<file path="src/rtl/seq_detect_pkg.sv">
// Shared constants and helpers for the parameterised serial pattern detector.
package seq_detect_pkg;

    localparam int W_MIN  = 2;
    localparam int W_MAX  = 16;
    localparam int CW_MIN = 2;
    localparam int CW_MAX = 32;

    localparam logic [3:0] PAT_RST_DEFAULT = 4'b1011;

    // Fill counter only has to reach W-1.
    function automatic int fill_width(input int w);
        return $clog2(w);
    endfunction

endpackage

</file>
<file path="src/rtl/seq_match_cnt.sv">
// Saturating match counter with synchronous clear; present only when SEQDET_COUNT_EN is defined.
`ifdef SEQDET_COUNT_EN
module seq_match_cnt
    import seq_detect_pkg::*;
#(
    parameter int CW = 8
)(
    input  logic          clk,
    input  logic          rst,
    input  logic          clr,
    input  logic          inc,
    output logic [CW-1:0] cnt
);

    logic [CW-1:0] cnt_q;
    logic [CW-1:0] cnt_d;

    // Clear has priority over a simultaneous increment.
    always_comb begin
        cnt_d = cnt_q;
        if (clr) begin
            cnt_d = '0;
        end else if (inc && (cnt_q != {CW{1'b1}})) begin
            cnt_d = cnt_q + CW'(1);
        end
    end

    always_ff @(posedge clk or negedge rst) begin
        if (!rst) begin
            cnt_q <= '0;
        end else begin
            cnt_q <= cnt_d;
        end
    end

    assign cnt = cnt_q;

endmodule
`endif

</file>
<file path="src/rtl/seq_detect_param.sv">
// Mealy serial pattern detector with loadable pattern and overlap control.
// Optional saturating match counter enabled by the SEQDET_COUNT_EN macro.
module seq_detect_param
    import seq_detect_pkg::*;
#(
    parameter int           W       = 4,
    parameter logic [W-1:0] PAT_RST = W'(PAT_RST_DEFAULT)
`ifdef SEQDET_COUNT_EN
    ,
    parameter int           CW      = 8
`endif
)(
    input  logic          clk,
    input  logic          rst,
    input  logic          x_in,
    input  logic          x_valid,
    input  logic          overlap,
    input  logic          pat_load,
    input  logic [W-1:0]  pat_in,
    output logic          y_out,
    output logic          y_reg
`ifdef SEQDET_COUNT_EN
    ,
    input  logic          cnt_clr,
    output logic [CW-1:0] match_cnt
`endif
);

    localparam int             FW       = fill_width(W);
    localparam logic [FW-1:0]  FILL_MAX = FW'(W - 1);

    logic [W-1:0]  pat_q,  pat_d;
    logic [W-2:0]  hist_q, hist_d;
    logic [FW-1:0] fill_q, fill_d;
    logic          y_reg_q, y_reg_d;
    logic          consume;
    logic          full;
    logic [W-1:0]  window;

    always_comb begin
        consume = x_valid & ~pat_load;
        window  = {hist_q, x_in};
        full    = (fill_q == FILL_MAX);
        // Gated by rst so the output is quiet for the whole reset interval.
        y_out   = rst & consume & full & (window == pat_q);

        pat_d   = pat_q;
        hist_d  = hist_q;
        fill_d  = fill_q;
        y_reg_d = y_out;

        if (pat_load) begin
            pat_d  = pat_in;
            fill_d = '0;
        end else if (consume) begin
            hist_d = window[W-2:0];
            if (y_out && !overlap) begin
                fill_d = '0;
            end else if (!full) begin
                fill_d = fill_q + FW'(1);
            end
        end
    end

    always_ff @(posedge clk or negedge rst) begin
        if (!rst) begin
            pat_q   <= PAT_RST;
            hist_q  <= '0;
            fill_q  <= '0;
            y_reg_q <= 1'b0;
        end else begin
            pat_q   <= pat_d;
            hist_q  <= hist_d;
            fill_q  <= fill_d;
            y_reg_q <= y_reg_d;
        end
    end

    assign y_reg = y_reg_q;

`ifdef SEQDET_COUNT_EN
    seq_match_cnt #(
        .CW (CW)
    ) u_match_cnt (
        .clk (clk),
        .rst (rst),
        .clr (cnt_clr),
        .inc (y_out),
        .cnt (match_cnt)
    );
`endif

endmodule
</file>
<file path="config.mk">
export PLATFORM = sky130hd
export DESIGN_NAME = seq_detect_param
export DESIGN_NICKNAME = d
export VERILOG_FILES = /design/src/rtl/seq_detect_pkg.sv /design/src/rtl/seq_match_cnt.sv /design/src/rtl/seq_detect_param.sv
export SDC_FILE = /design/constraint.sdc
export NUM_CORES = 1
export LEC_CHECK = 0
export ABC_AREA = 1
export BUFFER_PORTS_ARGS = -buffer_cell sky130_fd_sc_hd__buf_2
export CORE_AREA = 2 2 39 41
export DETAILED_ROUTE_END_ITERATION = 12
export DIE_AREA = 0 0 41 43
export PLACE_DENSITY = 0.72
export REMOVE_ABC_BUFFERS = 1
export SLEW_MARGIN = 40
export SYNTH_ARGS = -nofsm -noshare
export SYNTH_HDL_FRONTEND = slang
export SYNTH_SLANG_ARGS = --single-unit
export TNS_END_PERCENT = 100
</file>
<file path="constraint.sdc">
create_clock -name clk -period 1.5 [get_ports clk]
set_input_delay 0.15 -clock clk [delete_from_list [all_inputs] [get_ports clk]]
set_output_delay 0.15 -clock clk [all_outputs]
set_load 0.01 [all_outputs]
</file>
* Yosys cells after proc, flatten, opt, wreduce, memory -nomap -nowiden
Cells that the tools add are included.
** Word-level totals
- Flip-flop bits (word level) :: 10
- Input bits :: 10
- Output and inout bits :: 2
- Word-level logic and storage cells :: 22
** Cells by class
- $add $sub $neg :: 1
- Equality and inequality tests :: 3
- Muxes and demuxes :: 4
- Bitwise gates (word level) :: 5
- Reductions and logical operators :: 5
** Operator list (number)
- $mux 2 :: 4
- $and 1x1->1 :: 4
- $eq 4x4->1 :: 1
- $reduce_and 2->1 :: 2
- $ne 3x2->1 const B :: 1
- $add 2x1->2 const B :: 1
- $eq 2x2->1 const B :: 1
- $reduce_bool 2->1 :: 1
- $logic_and 1x1->1 :: 1
- $logic_not 1->1 :: 1
- $not 1->1 :: 1

* Longest topological paths before layout
- Depth after elaboration :: 9
- Mapped depth :: 10
- Depth with buffers taken out :: 10

* Worst setup path after synthesis
No wires, ideal clock.
- Kind :: register to register
- From :: register fill_q[0]
- To :: register fill_q[0]
- Arrival :: 1075 ps
- Data required time :: 1383 ps
- Path slack :: 309 ps
- Stages on the path, launching flop included :: 11
- Path through :: dfrtp_1 -> ha_1 -> inv_1 -> nor2_2 -> inv_1 -> nor2_2 -> nand4_1 -> nand2_1 -> nand2_1 -> nand2_1 -> nand2_1
** On the way
- Word-level cells in the longest chain between the ends :: 7
- Elaborated cells on any way between the ends :: 11
** Ends and longest elaborated chain
- start: declaration :: RTL line seq_detect_param.sv:34 : logic [FW-1:0] fill_q, fill_d;
- start signal: assignment :: RTL line seq_detect_param.sv:74 : fill_q <= fill_d;
- $eq 2x2->1 :: RTL line seq_detect_param.sv:43 : full = (fill_q == FILL_MAX);
- $and 1x1->1 (2 in series) :: RTL line seq_detect_param.sv:45 : y_out = rst & consume & full & (window == pat_q);
- $logic_and 1x1->1 :: RTL line seq_detect_param.sv:57 : if (y_out && !overlap) begin
- $mux 2 :: RTL line seq_detect_param.sv:57
- $mux 2 :: RTL line seq_detect_param.sv:55 : end else if (consume) begin
- $mux 2 :: RTL line seq_detect_param.sv:52 : if (pat_load) begin
Several ways; a longest one is shown, not always the timed one. The select of a mux whose other input is x is not followed.
A chain may end at the register's enable or synchronous reset.

* Worst setup path after layout
- From :: register fill_q[0]
- To :: output port y_out
** On the way
- Word-level cells in the longest chain between the ends :: 3
** Ends and longest elaborated chain
- $eq 2x2->1 :: RTL line seq_detect_param.sv:43
- $and 1x1->1 (2 in series) :: RTL line seq_detect_param.sv:45
- end: declaration :: RTL line seq_detect_param.sv:20 : output logic y_out,
Every way passes these cells.

==> impl_metrics.yaml <==
placed_design:
  dp_hpwl_um: 686
  port_buffers: 11
  dp_cells: 95
  gp_congestion: 0.709
floorplanning:
  coreArea_um2: 1380
  die_y_um: 43
  start_util: 0.369
  ios: 12
  die_x_um: 41
  dieArea_um2: 1760
  rows: 14
critical_path:
  crit_slowest_cell: "dfrtp_1"
  end_kind: "output port"
  cp.arrival_ns: 1.35
  cpLargestDelayFamily: "simple AND/OR/NAND/NOR gates"
  path_class: "register to output port"
  r2r-start: "fill_q[0]"
  crit_chain: "ha_1, inv_1, nor2_2, inv_2, nor2_2, and3_4, buf_6"
  cp_common_cell: "nor2_2"
  worstPathMaxFanout: 2
  crit_buf_inv: 3
  worst_setup_path_start_kind: "register"
  reg2reg_depth: 10
  cp.required_ns: 1.35
  cp_slowest_stage_delay_ns: 0.35
  crit_start: "fill_q[0]"
  worst-path-stages: 7
worst_hold_path:
  hp-class: "input port to register"
  whs_path_depth: 3
  hp-start: "pat_in[1]"
clocking:
  cts.clk_slew.worst_paths_ns: 0.07
  clock_latency_ns: 0.27
  clockBufferDepth: 2
  cts_sinks: 10
  cts_tree: "built"
  cts_buffers: 3
  root_buffer: "clkbuf_4"
  htreeDepth: 1
pwr:
  p_per_area_nw_per_um2: 1030
  p_clk_frac: 0.364
  p_int_uw: 500
  netSwitchingFraction: 0.267
  pwr-share-comb: 0.167
  leakage_uw: 0.000362
  seqPwrFrac: 0.469
  p_sw_uw: 182
  ir_drop_uv: 514
  power_uw: 683
detailed_routing:
  vias: 449
  initialDrtViolationCount: 4
  drcViolationCount: 0
  routedWlPerCell_um: 8.99
  antenna_left: 0
  drtPass1Iterations: 4
  drt_wl_total_um: 917
  vias_per_cell: 4.40
timing:
  worst_slew_pin_slew_ns: 0.371
  grt_setup_unrepaired: "yes"
  fin_crit_ns: 1.50
  fin_crit_sh: 1.00
  maxSlewHeadroom: 0.752
  setup_violations: 0
  fmax_ghz: 0.667
  hold_violations: 0
  fin_worst_skew_ns: 0.000333
  drv_slew: 0
global_routing:
  groute.usage.overall: 0.143
  antenna_found_initial: 0
  globalRouteOverflowTotal: 0
  grt_max_degree: 13
  grt_pass1_vias: 394
  grt_pass1_wl_um: 1670
synth:
  synth_cells: 68
  synth_edf_count: 0
  avgSynthCellArea_um2: 7.51
  synth_top_area_share: 0.343
  synth_largest_area_cell: "dfrtp_1"
  seq_area_frac_synth: 0.498
  synthArstFlopShare: 1.00
  ys_ff_latch: 10
  syn_area_um2: 510
  ys_types: 13
  synthTopCellsByCount: "26 x nand2_1, 12 x inv_1, 7 x dfrtp_1, 7 x o21ai_0"
  ys.flop_type: "dfrtp_1"
  post-synth-top-count-cell: "nand2_1"
  yosys-top-cells-area: "dfrtp_1 34%, nand2_1 19%, dfstp_2 15%, inv_1 8.8%, o21ai_0 6.9%"
  ys.warnings.count: 0
finish:
  stdcell_count: 102
  reg_top3: "pat_q (4), hist_q (3), fill_q (2)"
  fill_cells: 136
  syn_to_final_growth_pct: 29.7
  final_nets: 98
  regMostFlops: "pat_q"
  drive_gt1_frac: 0.326
  antennaDiodeCount: 0
  largest_reg_flops: 4
job:
  maxCapViolCount: 0
status:
  outcome: "finished, final reports clean"
path summary, 6_finish.rpt:
check                             to  slack [ns]
max in group asynchronous   pat_q[0]        0.95
setup reg to reg           fill_q[1]        0.23
hold reg to reg            fill_q[1]        0.48
setup / recovery               y_out      0.0001
min in group asynchronous  fill_q[1]        0.33
hold / removal              pat_q[1]        0.09
power by group through the flow:
| stage | clock (uW) | combinational (uW) | sequential, uW |
|---|---|---|---|
| final | 249 | 114 | 320 |
| after global routing | 266 | 135 | 325 |
| after CTS | 252 | 116 | 320 |
| after detailed placement | 0 | 103 | 326 |
| after global placement | 0 | 99.3 | 324 |
| after floorplan | 0 | 66.8 | 322 |
worst reg2reg max path: stages (launching register included):
cell	delay (ns)
dfrtp_1	0.35
ha_1	0.14
inv_1	0.04
nor2_2	0.11
inv_2	0.06
nor2_2	0.09
nand4_1	0.12
nand2_1	0.09
nand2_1	0.06
nand2_1	0.05
nand2_1	0.04
cell type report:
cell class	count	area, um^2	area share
repair buffers	15	93.8	0.142
multi-input cells	45	213	0.321
flip-flops and latches	10	254	0.384
clock buffers	4	36.3	0.0548
well taps	16	20.0	0.0302
inverters	12	45.0	0.0681
repair_timing:
| item | in CTS | in global routing |
|---|---|---|
| hold endpoints to repair | 7 | 0 |
| resized for setup | 4 | 0 |
| hold buffers | 1 | 0 |
| setup buffers | 2 | 0 |
| endpoints found under the setup margin | 1 | 1 |
| pin swaps | 0 | 1 |
per-layer routing:
metal / GRT usage / share of wire
met1: 0.213 / 0.46
met2: 0.175 / 0.47
met3: 0.0471 / 0.069
met4: 0.0800 / 0
met5: 0 / 0
cell usage in the layout (no fill, tap or decap), types with 2 or more instances in the layout:
| master | n |
|---|---|
| nor2_1 | 2 |
| nand2_1 | 26 |
| inv_1 | 11 |
| clkbuf_4 | 3 |
| buf_4 | 3 |
| dfstp_2 | 3 |
| nor2_2 | 4 |
| buf_2 | 10 |
| dfrtp_1 | 7 |
| o21ai_0 | 7 |
| nand4_1 | 2 |
stage by stage:
step / setup TNS (ns) / setup slack [ns] / hold WS [ns] / util / area, um^2
final: 0 / 0.000127 / 0.0855 / 0.478 / 662
after global routing: -0.110 / -0.110 / 0.106 / 0.478 / 662
after CTS: -0.0228 / -0.0228 / 0.0881 / 0.478 / 662
after detailed placement: 0 / 0.198 / 0.0935 / 0.425 / 588
after global placement: 0 / 0.221 / 0.0895 / 0.425 / 588
after floorplan: 0 / 0.309 / -0.146 / - / 505
cells by family after synthesis:
group	after synthesis	share of synthesized area
AND/OR/NAND/NOR	37	0.311
AO/OA/AOI/OAI	7	0.0686
buffers and inverters	13	0.0980
adder cells (fa/ha/maj)	1	0.0245
flip-flops	10	0.498
(Power assumes the default switching activity.)
